File: config.mk
export PLATFORM = sky130hd
export DESIGN_NAME = tl_a_arbiter
export DESIGN_NICKNAME = d
export VERILOG_FILES = /design/src/rtl/tl_a_arbiter_pkg.sv /design/src/rtl/tl_rr_pick.sv /design/src/rtl/tl_a_arbiter.sv
export SDC_FILE = /design/constraint.sdc
export NUM_CORES = 1
export LEC_CHECK = 0
export BUFFER_PORTS_ARGS = -buffer_cell sky130_fd_sc_hd__buf_2
export CORE_AREA = 2 2 138 140
export DETAILED_ROUTE_END_ITERATION = 8
export DIE_AREA = 0 0 140 142
export PLACE_DENSITY_LB_ADDON = 0.1
export SKIP_LAST_GASP = 1
export SLEW_MARGIN = 20
export SYNTH_ARGS = -nofsm -noshare
export SYNTH_HDL_FRONTEND = slang
export SYNTH_SLANG_ARGS = --single-unit
File: constraint.sdc
create_clock -name clk -period 3.35 [get_ports clk]
set_clock_uncertainty 0.1 [all_clocks]
set_input_delay 0.5025 -clock clk [delete_from_list [all_inputs] [get_ports clk]]
set_output_delay 0.5025 -clock clk [all_outputs]
set_load 0.1 [all_outputs]
File: src/rtl/tl_a_arbiter_pkg.sv
// Shared TileLink field widths, opcodes, arbiter state encodings and the A-channel slice record.
package tl_a_arbiter_pkg;

  localparam int TL_SIZE_BITS   = 3;
  localparam int TL_SOURCE_BITS = 4;
  localparam int TL_SINK_BITS   = 2;
  localparam int TL_ADDR_BITS   = 32;
  localparam int TL_DATA_BYTES  = 4;
  localparam int TL_DATA_BITS   = TL_DATA_BYTES * 8;

  localparam logic [2:0] TL_A_PUTFULL    = 3'd0;
  localparam logic [2:0] TL_A_PUTPARTIAL = 3'd1;
  localparam logic [2:0] TL_A_GET        = 3'd4;

  localparam logic [3:0] TL_D_ACCESSACK     = 4'd0;
  localparam logic [3:0] TL_D_ACCESSACKDATA = 4'd1;

  typedef enum logic [1:0] {
    TL_ARB_S_IDLE = 2'd0,
    TL_ARB_S_FWD  = 2'd1,
    TL_ARB_S_RESP = 2'd2,
    TL_ARB_S_DENY = 2'd3
  } tl_arb_state_e;

  typedef struct packed {
    logic [2:0]                opcode;
    logic [2:0]                param;
    logic [TL_SIZE_BITS-1:0]   size;
    logic [TL_SOURCE_BITS-1:0] source;
    logic [TL_ADDR_BITS-1:0]   address;
    logic [TL_DATA_BYTES-1:0]  mask;
    logic [TL_DATA_BITS-1:0]   data;
  } tl_a_t;

  // The slave only implements plain reads and writes; everything else is denied locally.
  function automatic logic tl_a_supported(input logic [2:0] op);
    return (op == TL_A_GET) || (op == TL_A_PUTFULL) || (op == TL_A_PUTPARTIAL);
  endfunction

endpackage

File: src/rtl/tl_rr_pick.sv
// Combinational round-robin picker: first set request at or after ptr, wrapping modulo N.
module tl_rr_pick #(
  parameter int N     = 2,
  parameter int IDX_W = 1
) (
  input  logic [N-1:0]     req,
  input  logic [IDX_W-1:0] ptr,
  output logic             any,
  output logic [IDX_W-1:0] idx
);

  localparam logic [IDX_W:0] N_W = (IDX_W+1)'(N);

  logic [N-1:0]   rot;
  logic [IDX_W:0] off;
  logic [IDX_W:0] sum;

  // Rotate so bit 0 is the requester at ptr, then take the lowest set bit.
  assign rot = N'({req, req} >> ptr);

  always_comb begin
    off = '0;
    for (int k = N - 1; k >= 0; k--) begin
      if (rot[k]) off = (IDX_W+1)'(k);
    end
  end

  assign sum = off + {1'b0, ptr};
  assign idx = (sum >= N_W) ? IDX_W'(sum - N_W) : IDX_W'(sum);
  assign any = |req;

endmodule

File: src/rtl/tl_a_arbiter.sv
// Round-robin arbiter sharing one single-outstanding TileLink slave among N masters; grant held A-accept to D-handshake.
// Unsupported A opcodes are answered locally with a denied AccessAck.
module tl_a_arbiter
  import tl_a_arbiter_pkg::*;
#(
  parameter int N_MASTERS = 2,
  parameter int IDX_W     = (N_MASTERS > 2) ? $clog2(N_MASTERS) : 1
) (
  input  logic                                clk,
  input  logic                                rst,
  input  logic [N_MASTERS-1:0]                m_a_valid,
  output logic [N_MASTERS-1:0]                m_a_ready,
  input  logic [N_MASTERS*3-1:0]              m_a_opcode,
  input  logic [N_MASTERS*3-1:0]              m_a_param,
  input  logic [N_MASTERS*TL_SIZE_BITS-1:0]   m_a_size,
  input  logic [N_MASTERS*TL_SOURCE_BITS-1:0] m_a_source,
  input  logic [N_MASTERS*TL_ADDR_BITS-1:0]   m_a_address,
  input  logic [N_MASTERS*TL_DATA_BYTES-1:0]  m_a_mask,
  input  logic [N_MASTERS*TL_DATA_BITS-1:0]   m_a_data,
  output logic [N_MASTERS-1:0]                m_d_valid,
  input  logic [N_MASTERS-1:0]                m_d_ready,
  output logic [3:0]                          m_d_opcode,
  output logic [1:0]                          m_d_param,
  output logic [TL_SIZE_BITS-1:0]             m_d_size,
  output logic [TL_SOURCE_BITS-1:0]           m_d_source,
  output logic [TL_SINK_BITS-1:0]             m_d_sink,
  output logic                                m_d_denied,
  output logic [TL_DATA_BITS-1:0]             m_d_data,
  output logic                                s_a_valid,
  input  logic                                s_a_ready,
  output logic [2:0]                          s_a_opcode,
  output logic [2:0]                          s_a_param,
  output logic [TL_SIZE_BITS-1:0]             s_a_size,
  output logic [TL_SOURCE_BITS-1:0]           s_a_source,
  output logic [TL_ADDR_BITS-1:0]             s_a_address,
  output logic [TL_DATA_BYTES-1:0]            s_a_mask,
  output logic [TL_DATA_BITS-1:0]             s_a_data,
  input  logic                                s_d_valid,
  output logic                                s_d_ready,
  input  logic [3:0]                          s_d_opcode,
  input  logic [1:0]                          s_d_param,
  input  logic [TL_SIZE_BITS-1:0]             s_d_size,
  input  logic [TL_SOURCE_BITS-1:0]           s_d_source,
  input  logic [TL_SINK_BITS-1:0]             s_d_sink,
  input  logic                                s_d_denied,
  input  logic [TL_DATA_BITS-1:0]             s_d_data,
  output logic                                busy,
  output logic [IDX_W-1:0]                    grant_idx
);

  localparam logic [IDX_W-1:0] LAST_IDX = IDX_W'(N_MASTERS - 1);

  tl_arb_state_e             state, state_nxt;
  logic [IDX_W-1:0]          rr_ptr, rr_ptr_nxt, grant_nxt, pick_idx, rr_adv;
  logic                      pick_any;
  logic [TL_SOURCE_BITS-1:0] deny_source, deny_source_nxt;
  logic [TL_SIZE_BITS-1:0]   deny_size, deny_size_nxt;
  tl_a_t                     a_slice [N_MASTERS];
  tl_a_t                     a_sel;
  logic                      sel_legal;
  logic                      owner_d_ready;

  for (genvar i = 0; i < N_MASTERS; i++) begin : g_unpack
    assign a_slice[i] = {m_a_opcode[3*i +: 3], m_a_param[3*i +: 3],
                         m_a_size[TL_SIZE_BITS*i +: TL_SIZE_BITS],
                         m_a_source[TL_SOURCE_BITS*i +: TL_SOURCE_BITS],
                         m_a_address[TL_ADDR_BITS*i +: TL_ADDR_BITS],
                         m_a_mask[TL_DATA_BYTES*i +: TL_DATA_BYTES],
                         m_a_data[TL_DATA_BITS*i +: TL_DATA_BITS]};
  end

  tl_rr_pick #(.N(N_MASTERS), .IDX_W(IDX_W)) u_pick (
    .req (m_a_valid),
    .ptr (rr_ptr),
    .any (pick_any),
    .idx (pick_idx)
  );

  assign a_sel         = a_slice[grant_idx];
  assign sel_legal     = tl_a_supported(a_sel.opcode);
  assign owner_d_ready = m_d_ready[grant_idx];
  assign rr_adv        = (grant_idx == LAST_IDX) ? '0 : grant_idx + 1'b1;
  assign busy          = (state != TL_ARB_S_IDLE);

  always_ff @(posedge clk) begin
    if (rst) begin
      state       <= TL_ARB_S_IDLE;
      rr_ptr      <= '0;
      grant_idx   <= '0;
      deny_source <= '0;
      deny_size   <= '0;
    end else begin
      state       <= state_nxt;
      rr_ptr      <= rr_ptr_nxt;
      grant_idx   <= grant_nxt;
      deny_source <= deny_source_nxt;
      deny_size   <= deny_size_nxt;
    end
  end

  always_comb begin
    state_nxt       = state;
    rr_ptr_nxt      = rr_ptr;
    grant_nxt       = grant_idx;
    deny_source_nxt = deny_source;
    deny_size_nxt   = deny_size;
    m_a_ready       = '0;
    m_d_valid       = '0;
    m_d_opcode      = '0;
    m_d_param       = '0;
    m_d_size        = '0;
    m_d_source      = '0;
    m_d_sink        = '0;
    m_d_denied      = 1'b0;
    m_d_data        = '0;
    s_a_valid       = 1'b0;
    s_a_opcode      = '0;
    s_a_param       = '0;
    s_a_size        = '0;
    s_a_source      = '0;
    s_a_address     = '0;
    s_a_mask        = '0;
    s_a_data        = '0;
    s_d_ready       = 1'b0;
    unique case (state)
      TL_ARB_S_IDLE: begin
        if (pick_any) begin
          grant_nxt = pick_idx;
          state_nxt = TL_ARB_S_FWD;
        end
      end
      TL_ARB_S_FWD: begin
        if (sel_legal) begin
          s_a_valid            = 1'b1;
          s_a_opcode           = a_sel.opcode;
          s_a_param            = a_sel.param;
          s_a_size             = a_sel.size;
          s_a_source           = a_sel.source;
          s_a_address          = a_sel.address;
          s_a_mask             = a_sel.mask;
          s_a_data             = a_sel.data;
          m_a_ready[grant_idx] = s_a_ready;
          if (s_a_ready) begin
            rr_ptr_nxt = rr_adv;
            state_nxt  = TL_ARB_S_RESP;
          end
        end else begin
          // Swallow the request in one cycle and remember what the denial must echo.
          m_a_ready[grant_idx] = 1'b1;
          deny_source_nxt      = a_sel.source;
          deny_size_nxt        = a_sel.size;
          rr_ptr_nxt           = rr_adv;
          state_nxt            = TL_ARB_S_DENY;
        end
      end
      TL_ARB_S_RESP: begin
        m_d_valid[grant_idx] = s_d_valid;
        s_d_ready            = owner_d_ready;
        m_d_opcode           = s_d_opcode;
        m_d_param            = s_d_param;
        m_d_size             = s_d_size;
        m_d_source           = s_d_source;
        m_d_sink             = s_d_sink;
        m_d_denied           = s_d_denied;
        m_d_data             = s_d_data;
        if (s_d_valid && owner_d_ready) state_nxt = TL_ARB_S_IDLE;
      end
      TL_ARB_S_DENY: begin
        m_d_valid[grant_idx] = 1'b1;
        m_d_opcode           = TL_D_ACCESSACK;
        m_d_denied           = 1'b1;
        m_d_source           = deny_source;
        m_d_size             = deny_size;
        if (owner_d_ready) state_nxt = TL_ARB_S_IDLE;
      end
      default: state_nxt = TL_ARB_S_IDLE;
    endcase
  end

endmodule

==> results.json <==
{
  "fmax_mhz": 363,
  "arrival_ps": 2150,
  "slew_viol_final": 0,
  "cts_tree": "yes",
  "tightest_slew_ps": 821,
  "finalInstanceArea_sq_um": 4370,
  "synth.distinct_cells": 28,
  "hold_class": "reg -> reg",
  "max-slew-margin-rel_pct": 45.3,
  "finalSetupViolations": 0,
  "synth_area_sq_um": 2250,
  "io_buffers": 353,
  "clkTransAtPathRegs_ps": 40,
  "wl_per_cell_um": 13.1,
  "critPathCaptureType": "primary output",
  "cts_buffers": 3,
  "hold_viol_final": 0,
  "antenna_left": 0,
  "ir_drop_mv": 0.152,
  "grt_usage_pct": 10.3,
  "n_antenna_cell": 0,
  "period_minus_slack_ps": 2750,
  "route.detailed.drc": 22,
  "initial_core_util_pct": 12.2,
  "p_leak_nw": 2.36,
  "grt_first_pass_wirelength_mm": 16.6,
  "n_fill_cell": 2083,
  "drive_above_1_share_pct": 67.2,
  "die_h_um": 142,
  "cts_hold_buf": 0,
  "maxCapViolations": 0,
  "seq_area_frac_synth_pct": 9.78,
  "rows": 50,
  "antenna_found_initial": 0,
  "clockRootBuffer": "clkbuf_16",
  "ys_seq_elements": 11,
  "power_frac_seq_pct": 9.4,
  "layout_common_cells": "353 x buf_2, 88 x mux2i_1, 45 x nor2_2",
  "multiInputGateArea_sq_um": 1930,
  "grt_max_degree": 50,
  "die_w_um": 140,
  "violations": "design-rule violations",
  "syn_area_per_cell_sq_um": 7.58,
  "grt_pass1_vias": 3223,
  "final_common_cell": "buf_2",
  "numClockSinks": 11,
  "start_kind": "input port",
  "drt-vias-per-instance": 3.76,
  "switchingPower_mw": 1.03,
  "drt_iter0_drc": 112,
  "dieArea_sq_um": 19900,
  "postPlaceCellArea_sq_um": 4290,
  "clkPwrFrac_pct": 13.2,
  "ios": 355,
  "ctsLongestPathBuffers": 2,
  "tns_ps": 0,
  "cts_setup_buffers": 0,
  "cp_max_fo": 49,
  "area_growth_pct": 94.0,
  "combPwrFrac_pct": 77.4,
  "internal-power_mw": 0.595,
  "gp_congestion": 0.776,
  "seq_area_sq_um": 224,
  "final_nets": 853,
  "fin_crit_sh_pct": 82.2,
  "vias": 3264,
  "cts_max_level": 1,
  "grt_overflow": 0,
  "clock_latency_ps": 230,
  "wl_mm": 11.4,
  "path_class": "in -> out",
  "first_pass_iters": 9,
  "powerDensity_nw_per_um2": 372,
  "yosys_warnings": 0,
  "core_area_sq_um": 18500,
  "crit_required_ps": 2750,
  "synth_fp_nets": 515,
  "netlist_instances": 297,
  "cts_resized": 0,
  "dpl.hpwl_mm": 9.70,
  "rsz0062_at_grt": "no",
  "p_sw_share_pct": 63.4,
  "outcome": "complete, but fails checks"
}
layer usage:
metal | part of all wire [%] | global-route usage, % | vias up
met4 | 0.86 | 1.22 | 0
met5 | 0 | 0 | -
li1 | - | - | 1670
met3 | 9.8 | 3.10 | 8
met1 | 36 | 10.7 | 1408
met2 | 54 | 20.9 | 178
power groups by stage:
stage | clock [mW] | sequential, mW | combinational [mW]
floorplan | 0 | 0.160 | 1.01
global placement | 0 | 0.156 | 1.27
detailed placement | 0 | 0.155 | 1.27
CTS | 0.222 | 0.153 | 1.28
global route | 0.231 | 0.155 | 1.32
finish | 0.215 | 0.153 | 1.26
worst paths after layout:
kind	from	endpoint	slack [ps]	cells past startpoint
worst max-delay path	m_a_opcode[2]	s_a_address[27]	600	7
worst min-delay path	rr_ptr	rr_ptr	360	2
worst max register to register	grant_idx	deny_source[1]	1240	4
worst min register to register	rr_ptr	rr_ptr	360	2
critical path, stage by stage:
cell and delay, ps:
buf_2 120, a211oi_4 260, a31oi_2 70, nand2b_4 150, buf_4 350, nor2_2 190
buf_2 440
through the flow:
stage	hold WS, ps	power, mW	std cells	worst slack [ps]	utilization (%)
floorplan	331	1.17	297	-206	-
global placement	348	1.42	864	594	23.2
detailed placement	354	1.43	864	564	23.2
CTS	368	1.65	868	504	23.7
global route	389	1.71	868	472	23.7
finish	364	1.63	868	596	23.7
cell usage after synthesis:
library cell  count  area [sq um]
nand2_1           3          11.3
nor2_4           10           113
a211oi_4          1          20.0
buf_2            11          55.1
conb_1            1          3.75
buf_4             1          7.51
nand2b_4          1          13.8
a311oi_1          1          8.76
inv_1             4          15.0
inv_2             1          3.75
nand2b_1          2          12.5
o2bb2ai_1         7          61.3
o211a_1           1          10.0
and2_1           40           250
o21a_1            1          7.51
nor2_1           78           293
clkbuf_1          5          18.8
a21oi_1           2          10.0
nor3_1            1          5.00
a32oi_1           1          8.76
a211oi_2          1          12.5
mux2i_1          88           881
a31oi_2           1          12.5
nor2b_1          10          62.6
dfxtp_1          11           220
buf_6            10           113
a211oi_1          1          7.51
o21ai_0           3          15.0
logic make-up (layout without fill, tap and decap cells):
| group | Yosys count | in the layout | share of synthesized area (%) |
|---|---|---|---|
| other cells | 1 | 1 | 0.167 |
| buf+inv | 32 | 369 | 9.44 |
| flops | 11 | 11 | 9.78 |
| compound gates | 20 | 20 | 7.72 |
| mux | 88 | 88 | 39.1 |
| simple gates | 145 | 145 | 33.8 |
area by class of cell:
class	count	area share, %
multi-input combinational	254	44.3
timing repair buffer	360	41.6
tap	234	6.70
sequential	11	5.13
clock buffer	3	1.72
inverter	5	0.430
clock inverter	1	0.115
sequential cells by signal, summed over array words and instances (netlist names):
signal	cells
state	2
deny_size	3
deny_source	4
grant_idx	1
rr_ptr	1
No activity file was read; power rests on OpenSTA's default activity.
